**config.mk**
```make
export PLATFORM = sky130hd
export DESIGN_NAME = fetch
export DESIGN_NICKNAME = d
export VERILOG_FILES = /design/src/rtl/fetch_pkg.sv /design/src/rtl/fetch_buffer.sv /design/src/rtl/fetch.sv
export SDC_FILE = /design/constraint.sdc
export NUM_CORES = 1
export LEC_CHECK = 0
export BUFFER_PORTS_ARGS = -buffer_cell sky130_fd_sc_hd__buf_2
export CAP_MARGIN = 40
export CORE_MARGIN = 4
export CORE_UTILIZATION = 55
export CTS_CLUSTER_DIAMETER = 60
export DETAILED_ROUTE_END_ITERATION = 7
export PLACE_DENSITY = 0.89
export SYNTH_ARGS = -nofsm -noshare
export SYNTH_HDL_FRONTEND = slang
export SYNTH_SLANG_ARGS = --single-unit
```
**constraint.sdc**
```tcl
create_clock -name clk -period 8.1 [get_ports clk]
set_input_delay 0 -clock clk [delete_from_list [all_inputs] [get_ports clk]]
set_output_delay 0 -clock clk [all_outputs]
set_load 0.05 [all_outputs]
```
**src/rtl/fetch_pkg.sv**
```systemverilog
`default_nettype none
// ============================================================================
// Module   : fetch_pkg
// Brief    : Shared constants for the instruction fetch front end.
// Revision : 1.0
// ============================================================================
package fetch_pkg;
    localparam logic [31:0] NOP_INSTR   = 32'h0000_0013;
    localparam int          INSTR_BYTES = 4;
endpackage
`default_nettype wire

```
**src/rtl/fetch_buffer.sv**
```systemverilog
`default_nettype none
// ============================================================================
// Module   : fetch_buffer
// Brief    : Registered FIFO of {pc, instr} entries; flush wins over push.
// Revision : 1.0
// ============================================================================
module fetch_buffer #(
    parameter int DEPTH = 2,
    parameter int WIDTH = 64
) (
    input  logic                       clk,
    input  logic                       reset,
    input  logic                       push,
    input  logic [WIDTH-1:0]           push_data,
    input  logic                       pop,
    input  logic                       flush,
    output logic                       full,
    output logic                       empty,
    output logic [$clog2(DEPTH):0]     count,
    output logic [WIDTH-1:0]           head
);
    localparam int AW    = $clog2(DEPTH);
    localparam int CNT_W = AW + 1;

    logic [WIDTH-1:0] mem_q [DEPTH];
    logic [WIDTH-1:0] mem_d [DEPTH];
    logic [AW-1:0]    wr_ptr_q, wr_ptr_d;
    logic [AW-1:0]    rd_ptr_q, rd_ptr_d;
    logic [CNT_W-1:0] count_q, count_d;
    logic             w_do_push;
    logic             w_do_pop;

    assign full      = (count_q == CNT_W'(DEPTH));
    assign empty     = (count_q == '0);
    assign count     = count_q;
    assign head      = mem_q[rd_ptr_q];
    assign w_do_pop  = pop & ~empty;
    assign w_do_push = push & (~full | w_do_pop);

    always_comb begin
        mem_d    = mem_q;
        wr_ptr_d = wr_ptr_q;
        rd_ptr_d = rd_ptr_q;
        count_d  = count_q;
        if (flush) begin
            wr_ptr_d = '0;
            rd_ptr_d = '0;
            count_d  = '0;
        end else begin
            if (w_do_push) begin
                mem_d[wr_ptr_q] = push_data;
                wr_ptr_d        = wr_ptr_q + 1'b1;
            end
            if (w_do_pop) begin
                rd_ptr_d = rd_ptr_q + 1'b1;
            end
            count_d = count_q + CNT_W'(w_do_push) - CNT_W'(w_do_pop);
        end
    end

    always_ff @(posedge clk) begin
        if (reset) begin
            wr_ptr_q <= '0;
            rd_ptr_q <= '0;
            count_q  <= '0;
            for (int i = 0; i < DEPTH; i++) begin
                mem_q[i] <= '0;
            end
        end else begin
            wr_ptr_q <= wr_ptr_d;
            rd_ptr_q <= rd_ptr_d;
            count_q  <= count_d;
            mem_q    <= mem_d;
        end
    end
endmodule
`default_nettype wire

```
**src/rtl/fetch.sv**
```systemverilog
`default_nettype none
// ============================================================================
// Module   : fetch
// Brief    : Fetch PC, credit-limited imem requests, instruction buffer, redirect.
// Revision : 1.0
// ============================================================================
module fetch
    import fetch_pkg::*;
#(
    parameter logic [31:0] RESET_PC  = 32'h0000_0000,
    parameter int          BUF_DEPTH = 2
) (
    input  logic        clk,
    input  logic        reset,
    output logic        imem_req_valid,
    input  logic        imem_req_ready,
    output logic [31:0] imem_req_addr,
    input  logic        imem_rsp_valid,
    input  logic [31:0] imem_rsp_data,
    input  logic        redirect_valid,
    input  logic [31:0] redirect_pc,
    output logic        instr_valid,
    input  logic        instr_ready,
    output logic [31:0] instr,
    output logic [31:0] instr_pc
);
    localparam int CNT_W = $clog2(BUF_DEPTH) + 1;

    logic [31:0]      fetch_pc_q, fetch_pc_d;
    logic [31:0]      rsp_pc_q, rsp_pc_d;
    logic [CNT_W-1:0] live_q, live_d;
    logic [CNT_W-1:0] drop_q, drop_d;

    logic             w_full, w_empty;
    logic [CNT_W-1:0] w_occ;
    logic [63:0]      w_head;
    logic             w_pop, w_fire, w_rsp_live, w_rsp_drop, w_push;
    logic [CNT_W:0]   w_credit;
    logic [31:0]      w_target;

    assign w_pop      = instr_valid & instr_ready;
    assign w_credit   = {1'b0, live_q} + {1'b0, drop_q} + {1'b0, w_occ} - (CNT_W+1)'(w_pop);
    assign w_rsp_drop = imem_rsp_valid & (drop_q != '0);
    assign w_rsp_live = imem_rsp_valid & (drop_q == '0);
    assign w_push     = w_rsp_live & ~redirect_valid;
    assign w_target   = redirect_pc & ~32'h3;

    assign imem_req_valid = ~reset & ~redirect_valid & (w_credit < (CNT_W+1)'(BUF_DEPTH));
    assign imem_req_addr  = fetch_pc_q;
    assign w_fire         = imem_req_valid & imem_req_ready;

    assign instr_valid = ~w_empty;
    assign instr       = w_empty ? NOP_INSTR : w_head[31:0];
    assign instr_pc    = w_empty ? 32'h0     : w_head[63:32];

    fetch_buffer #(
        .DEPTH (BUF_DEPTH),
        .WIDTH (64)
    ) u_buffer (
        .clk       (clk),
        .reset     (reset),
        .push      (w_push),
        .push_data ({rsp_pc_q, imem_rsp_data}),
        .pop       (w_pop),
        .flush     (redirect_valid),
        .full      (w_full),
        .empty     (w_empty),
        .count     (w_occ),
        .head      (w_head)
    );

    always_comb begin
        fetch_pc_d = fetch_pc_q;
        rsp_pc_d   = rsp_pc_q;
        live_d     = live_q;
        drop_d     = drop_q - CNT_W'(w_rsp_drop);
        if (redirect_valid) begin
            fetch_pc_d = w_target;
            rsp_pc_d   = w_target;
            live_d     = '0;
            // Everything still outstanding becomes stale, except a live response landing now.
            drop_d     = drop_q - CNT_W'(w_rsp_drop) + live_q - CNT_W'(w_rsp_live);
        end else begin
            if (w_fire) begin
                fetch_pc_d = fetch_pc_q + 32'(INSTR_BYTES);
            end
            if (w_push) begin
                rsp_pc_d = rsp_pc_q + 32'(INSTR_BYTES);
            end
            live_d = live_q + CNT_W'(w_fire) - CNT_W'(w_rsp_live);
        end
    end

    always_ff @(posedge clk) begin
        if (reset) begin
            fetch_pc_q <= RESET_PC;
            rsp_pc_q   <= RESET_PC;
            live_q     <= '0;
            drop_q     <= '0;
        end else begin
            fetch_pc_q <= fetch_pc_d;
            rsp_pc_q   <= rsp_pc_d;
            live_q     <= live_d;
            drop_q     <= drop_d;
            assert ({1'b0, live_q} + {1'b0, drop_q} + {1'b0, w_occ} <= (CNT_W+1)'(BUF_DEPTH));
            assert (!(imem_rsp_valid && live_q == '0 && drop_q == '0));
            assert (!(w_push && w_full && !w_pop));
        end
    end
endmodule
`default_nettype wire
```
* After elaboration in Yosys (flattened, before gate mapping) *
Cells that the tools add are included.

storage, ports and cells
  flip-flop bits (word level) = 200
  output and inout bits = 98

operators by class
  $add $sub $neg = 14
  order comparisons = 4
  eq/ne operators = 1
  mux-type cells = 13
  bitwise logic cells = 16
  reduce and logical (&&, ||, !) cells = 8

operators with widths
  cell                                                                          number
  64-bit two-way mux                                                            4
  32-bit two-way mux                                                            6
  128-bit bitwise mux                                                           1
  32-bit by 3-bit adder with 32-bit output, second input constant               2
  64-bit demux with 1-bit select                                                1
  1-bit AND                                                                     9
  2-bit by 1-bit subtractor with 2-bit output                                   4
  2-bit nonzero test                                                            3
  2-bit by 1-bit adder with 2-bit output                                        2
  2-bit >= comparator, second input constant                                    2
  2-bit logical NOT                                                             2
  1-bit inverter                                                                4
  1-bit inverter with 2-bit output                                              2
  2-bit by 2-bit adder with 3-bit output                                        1
  3-bit by 2-bit adder with 3-bit output                                        1
  3-bit by 2-bit less-than comparator with 1-bit output, second input constant  1
  3-bit by 1-bit subtractor with 3-bit output                                   1
  1-bit adder, second input constant                                            2
  2-bit adder                                                                   1
  2-bit == test, second input constant                                          1
  2-bit by 1-bit less-than comparator with 1-bit output, second input constant  1
  2-bit two-way mux                                                             1
  2-bit AND reduction                                                           1
  2-bit OR reduction                                                            1
  other kinds (2)                                                               2

* Longest topological paths before layout *
  depth in word-level cells = 9
  depth in mapped cells = 17
  gate-level depth less buffers = 16

* Modules after synthesis *
From an unflattened synthesis, not the netlist that was laid out.

unflattened totals
  cell total of the unflattened synthesis = 1136
  area total of the unflattened synthesis = 10500.1 um2

modules (own cells, without submodules)
  module        instances  cells an instance  area an instance (um2)
  fetch_buffer  1          585                6299.8
  fetch         1          551                4200.3

* Worst setup path before layout *
Ideal clock, no wire load.

  path kind = register to register
  from = reg u_buffer.count_q[0] (netlist: u_buffer.count[0])
  to = reg live_q[1]
  data arrival time = 3.524 ns
  path slack = 4.451 ns
  stages on the path, launching flop included = 18
  period minus slack after synthesis = 3.649 ns
  cells stage by stage = dfxtp_1 > nor2_1 > nor2b_1 > ha_1 > inv_1 > ha_1 > a21o_1 > ha_1 > or4b_4 > nor2_4 > inv_2 > clkbuf_1 > ha_1 > inv_1 > ha_1 > xor2_1 > xnor2_1 > nor2_1

between the ends
  word-level cells in the longest chain between the ends = 9

RTL lines
  what                                                                            line                text
  start: declaration                                                              fetch_buffer.sv:29  logic [CNT_W-1:0] count_q, count_d;
  start signal: assignment                                                        fetch_buffer.sv:72  count_q <= count_d;
  branches (longest 3 deep; another with 3-bit by 2-bit adder with 3-bit output)  -
  3-bit by 1-bit subtractor with 3-bit output (*)                                 fetch.sv:42         assign w_credit = {1'b0, live_q} + {1'b0, drop_q} + {1'b0, w_occ} - (CNT_W+1)'(w_pop);
  3-bit by 2-bit less-than comparator with 1-bit output (*)                       fetch.sv:48         assign imem_req_valid = ~reset & ~redirect_valid & (w_credit < (CNT_W+1)'(BUF_DEPTH));
  1-bit AND (*)                                                                   fetch.sv:48
  1-bit AND (*)                                                                   fetch.sv:50         assign w_fire = imem_req_valid & imem_req_ready;
  2-bit by 1-bit adder with 2-bit output (*)                                      fetch.sv:90         live_d = live_q + CNT_W'(w_fire) - CNT_W'(w_rsp_live);
  2-bit by 1-bit subtractor with 2-bit output (*)                                 fetch.sv:90
  end signal: assignment                                                          fetch.sv:103        live_q <= live_d;
  end: declaration                                                                fetch.sv:31         logic [CNT_W-1:0] live_q, live_d;

Mark *: on every way between the ends.
A chain may end at the register's enable or synchronous reset.

* Final worst setup path *
Same ends and word-level chain as after synthesis.

==> impl_metrics.csv <==
group,metric,value,unit
outcome,status,"completed",
setup_path,cp_common_cell,"ha_1",
timing,maxSlewViolCount,0,
grt,antenna_found_initial,1,
setup_path,crit_path_cell_trace,"nor2_4 -> buf_4 -> nor2b_1 -> ha_1 -> inv_1 -> ha_1 -> a21o_1 -> ha_1 -> or4b_4 -> nor2_4 -> inv_2 -> ha_1 -> inv_1 -> ha_1 -> xor2_1 -> xnor2_1 -> nor2_1",
synth,ys_warn_count,0,
grt,grt_max_degree,81,
worst_hold_path,hp-start,"instr_ready",
die,start_util,55.83,%
grt,first_global_vias,8614,
timing,worst_pin_slew,0.8124,ns
setup_path,critPathMaxStageDelay,0.58,ns
timing,setup_tns,0,ns
routing,via_per_inst,5.685,
setup_path,crit-reg2reg-launch,"u_buffer.count[0]",
setup_path,worstSetupPathType,"reg -> reg",
die,die_area,18850,sq um
placed_design,portBuffers,161,
routing,wl_per_cell,16.24,microns
routing,drt_iter0_markers,777,
die,die_y,137.3,microns
timing,setup_violations,0,
setup_path,crit_start,"u_buffer.count[0]",
routing,first_pass_iters,5,
routing,drc,0,
pwr,power_density,209.4,nW/um^2
grt,grtUsageTotal,27.55,%
synth,synth_top_area_share,41.81,%
placed_design,gp_congestion,0.8764,
final_layout,fin_util,68.21,%
flow_run,max-cap-violations,0,
final_layout,layout-drive-gt1-share,16.48,%
timing,fin_crit_sh,57.48,%
routing,drtAntennaViolNets,0,
timing,fin_skew,0.01115,ns
synth,synth_common_cells,"nand2_1, dfxtp_1, a21oi_1",
synth,synth-seq-area-share,41.81,%
die,io_pins,168,
clock_network,clk_pin_slew,0.07,ns
die,die_w,137.3,microns
synth,synth_top_flop_cell,"dfxtp_1",
pwr,ir_worst_vdd,147.7,uV
synth,syn_area_per_cell,7.738,sq um
routing,via_count,9051,
synth,yosys.cell_count.top_type,"nand2_1",
clock_network,cts.repair.resized,0,
placed_design,hpwl,15.64,mm
synth,synth_area,9193,sq um
timing,hold_viol_final,0,
worst_hold_path,hold_path.class,"in -> reg",
grt,grt-ovfl-total,0,
timing,fmax,0.2148,GHz
setup_path,cp.arrival,4.98,ns
synth,yosys.area.top_type,"dfxtp_1",
synth,synth.area.top_cells,"dfxtp_1, nand2_1, a21oi_1",
setup_path,startpoint_type,"flop",
synth,synth_edf_count,0,
timing,relSlewSlack,45.34,%
setup_path,end_kind,"flop",
synth,synth_cell_types,64,
setup_path,cp.required,8.42,ns
setup_path,rrSetupSlack,3.44,ns
final_layout,area_delta_synth_final,22.19,%
synth,ys_async_sr_fraction,0,%
grt,grt_pass1_wl,41.69,mm
final_layout,nets,1441,
pwr,power_leakage,4.236,nW
clock_network,clk_latency,0.43,ns
synth,synth_cells,1188,
timing,rsz0062_at_grt,"no",
clock_network,cts.sinks,192,
synth,ys_seq_elements,192,
die,coreArea,16470,sq um
pwr,p_total,2.352,mW
setup_path,critPathMaxFanout,61,
setup_path,crit_slowest_cell,"or4b_4",
timing,whs,0.05255,ns
clock_network,cts_root_buffer,"clkbuf_16",
clock_network,cts_buffers,17,
clock_network,cts_tree,"done",
clock_network,cts_htree_levels,4,
die,rows,47,
timing,fin_crit,4.656,ns
clock_network,clockBufferDepth,2,
routing,wirelength,25.85,mm
-- power breakdown --
part           internal [mW]  leakage, nW  switching (mW)
combinational          0.155         2.38           0.291
clock                  0.467        0.287           0.388
sequential             0.995         1.57          0.0550
total                   1.62         4.24           0.734
-- path summary, 6_finish.rpt --
kind,to,cells after the start
min,u_buffer.rd_ptr_q,4
min reg2reg,u_buffer.mem_q[100],2
max reg2reg,live_q[1],17
max,live_q[1],17
-- critical path, delay by kind of cell, from the launching register on --
kind / cells / cell delay (ns)
simple gates: 5 / 1.31
flops: 1 / 0.36
compound gates: 1 / 0.18
buf+inv: 4 / 0.92
xor+xnor: 2 / 0.34
fa+ha+maj: 5 / 1.44
-- cells in the final DEF (no fill, tap or decap), drive strengths merged, types with 19 or more instances in the layout --
master	netlist	final
nand4	24	24
nand3	28	28
nand2	300	300
mux2i	62	62
inv	28	36
dfxtp	192	192
xor2	19	19
buf	33	172
dlygate4sd3	0	62
a21oi	160	160
nor2	115	115
-- through the flow --
step,instance area (sq um),setup WS (ns),std cells
2_1_floorplan,9204,4.451,1191
3_3_place_gp,9977,3.587,1495
3_5_place_dp,10010,3.470,1497
4_1_cts,11230,3.459,1591
5_1_grt,11230,3.123,1592
6_report,11230,3.444,1592
-- registers in the layout, indices dropped and copies added, names as in the netlist --
name,cells
live_q,2
u_buffer.count,2
u_buffer.rd_ptr_q,1
imem_req_addr,30
rsp_pc_q,30
u_buffer.mem_q,124
u_buffer.wr_ptr_q,1
drop_q,2
-- final cells by class --
class	count	area, sq um
multi-input cells	884	4870
fillers	1275	5234
diodes	1	2.502
clock buffers	18	429.2
inverters	29	108.9
clock inverters	14	167.7
well taps	220	275.3
repair buffers	234	1531
flip-flops and latches	192	3847
-- what timing repair did --
| action | in CTS | in global routing |
|---|---|---|
| hold buffers | 62 | 0 |
| hold endpoints to repair | 123 | 0 |
| buffers inserted | 0 | 0 |
-- kinds of logic (layout without fill, tap and decap cells) --
logic type      after synthesis  after routing  synth area share [%]
fa+ha+maj                    13             13                 1.851
buf+inv                     115            295                 5.567
xor+xnor                     35             35                 3.484
compound gates              235            235                 14.47
simple gates                530            530                 25.41
mux                          67             67                 7.364
other cells                   1              5               0.04079
flops                       192            192                 41.81
-- layer usage --
layer / wire (microns) / GRT usage, % / vias up
met5: 0 / 0 / -
met1: 10270 / 32.99 / 4181
met4: 1096 / 14.58 / 0
li1: - / - / 4362
met2: 12710 / 46.65 / 406
met3: 1771 / 5.478 / 102
No activity file was read; power rests on OpenSTA's default activity.
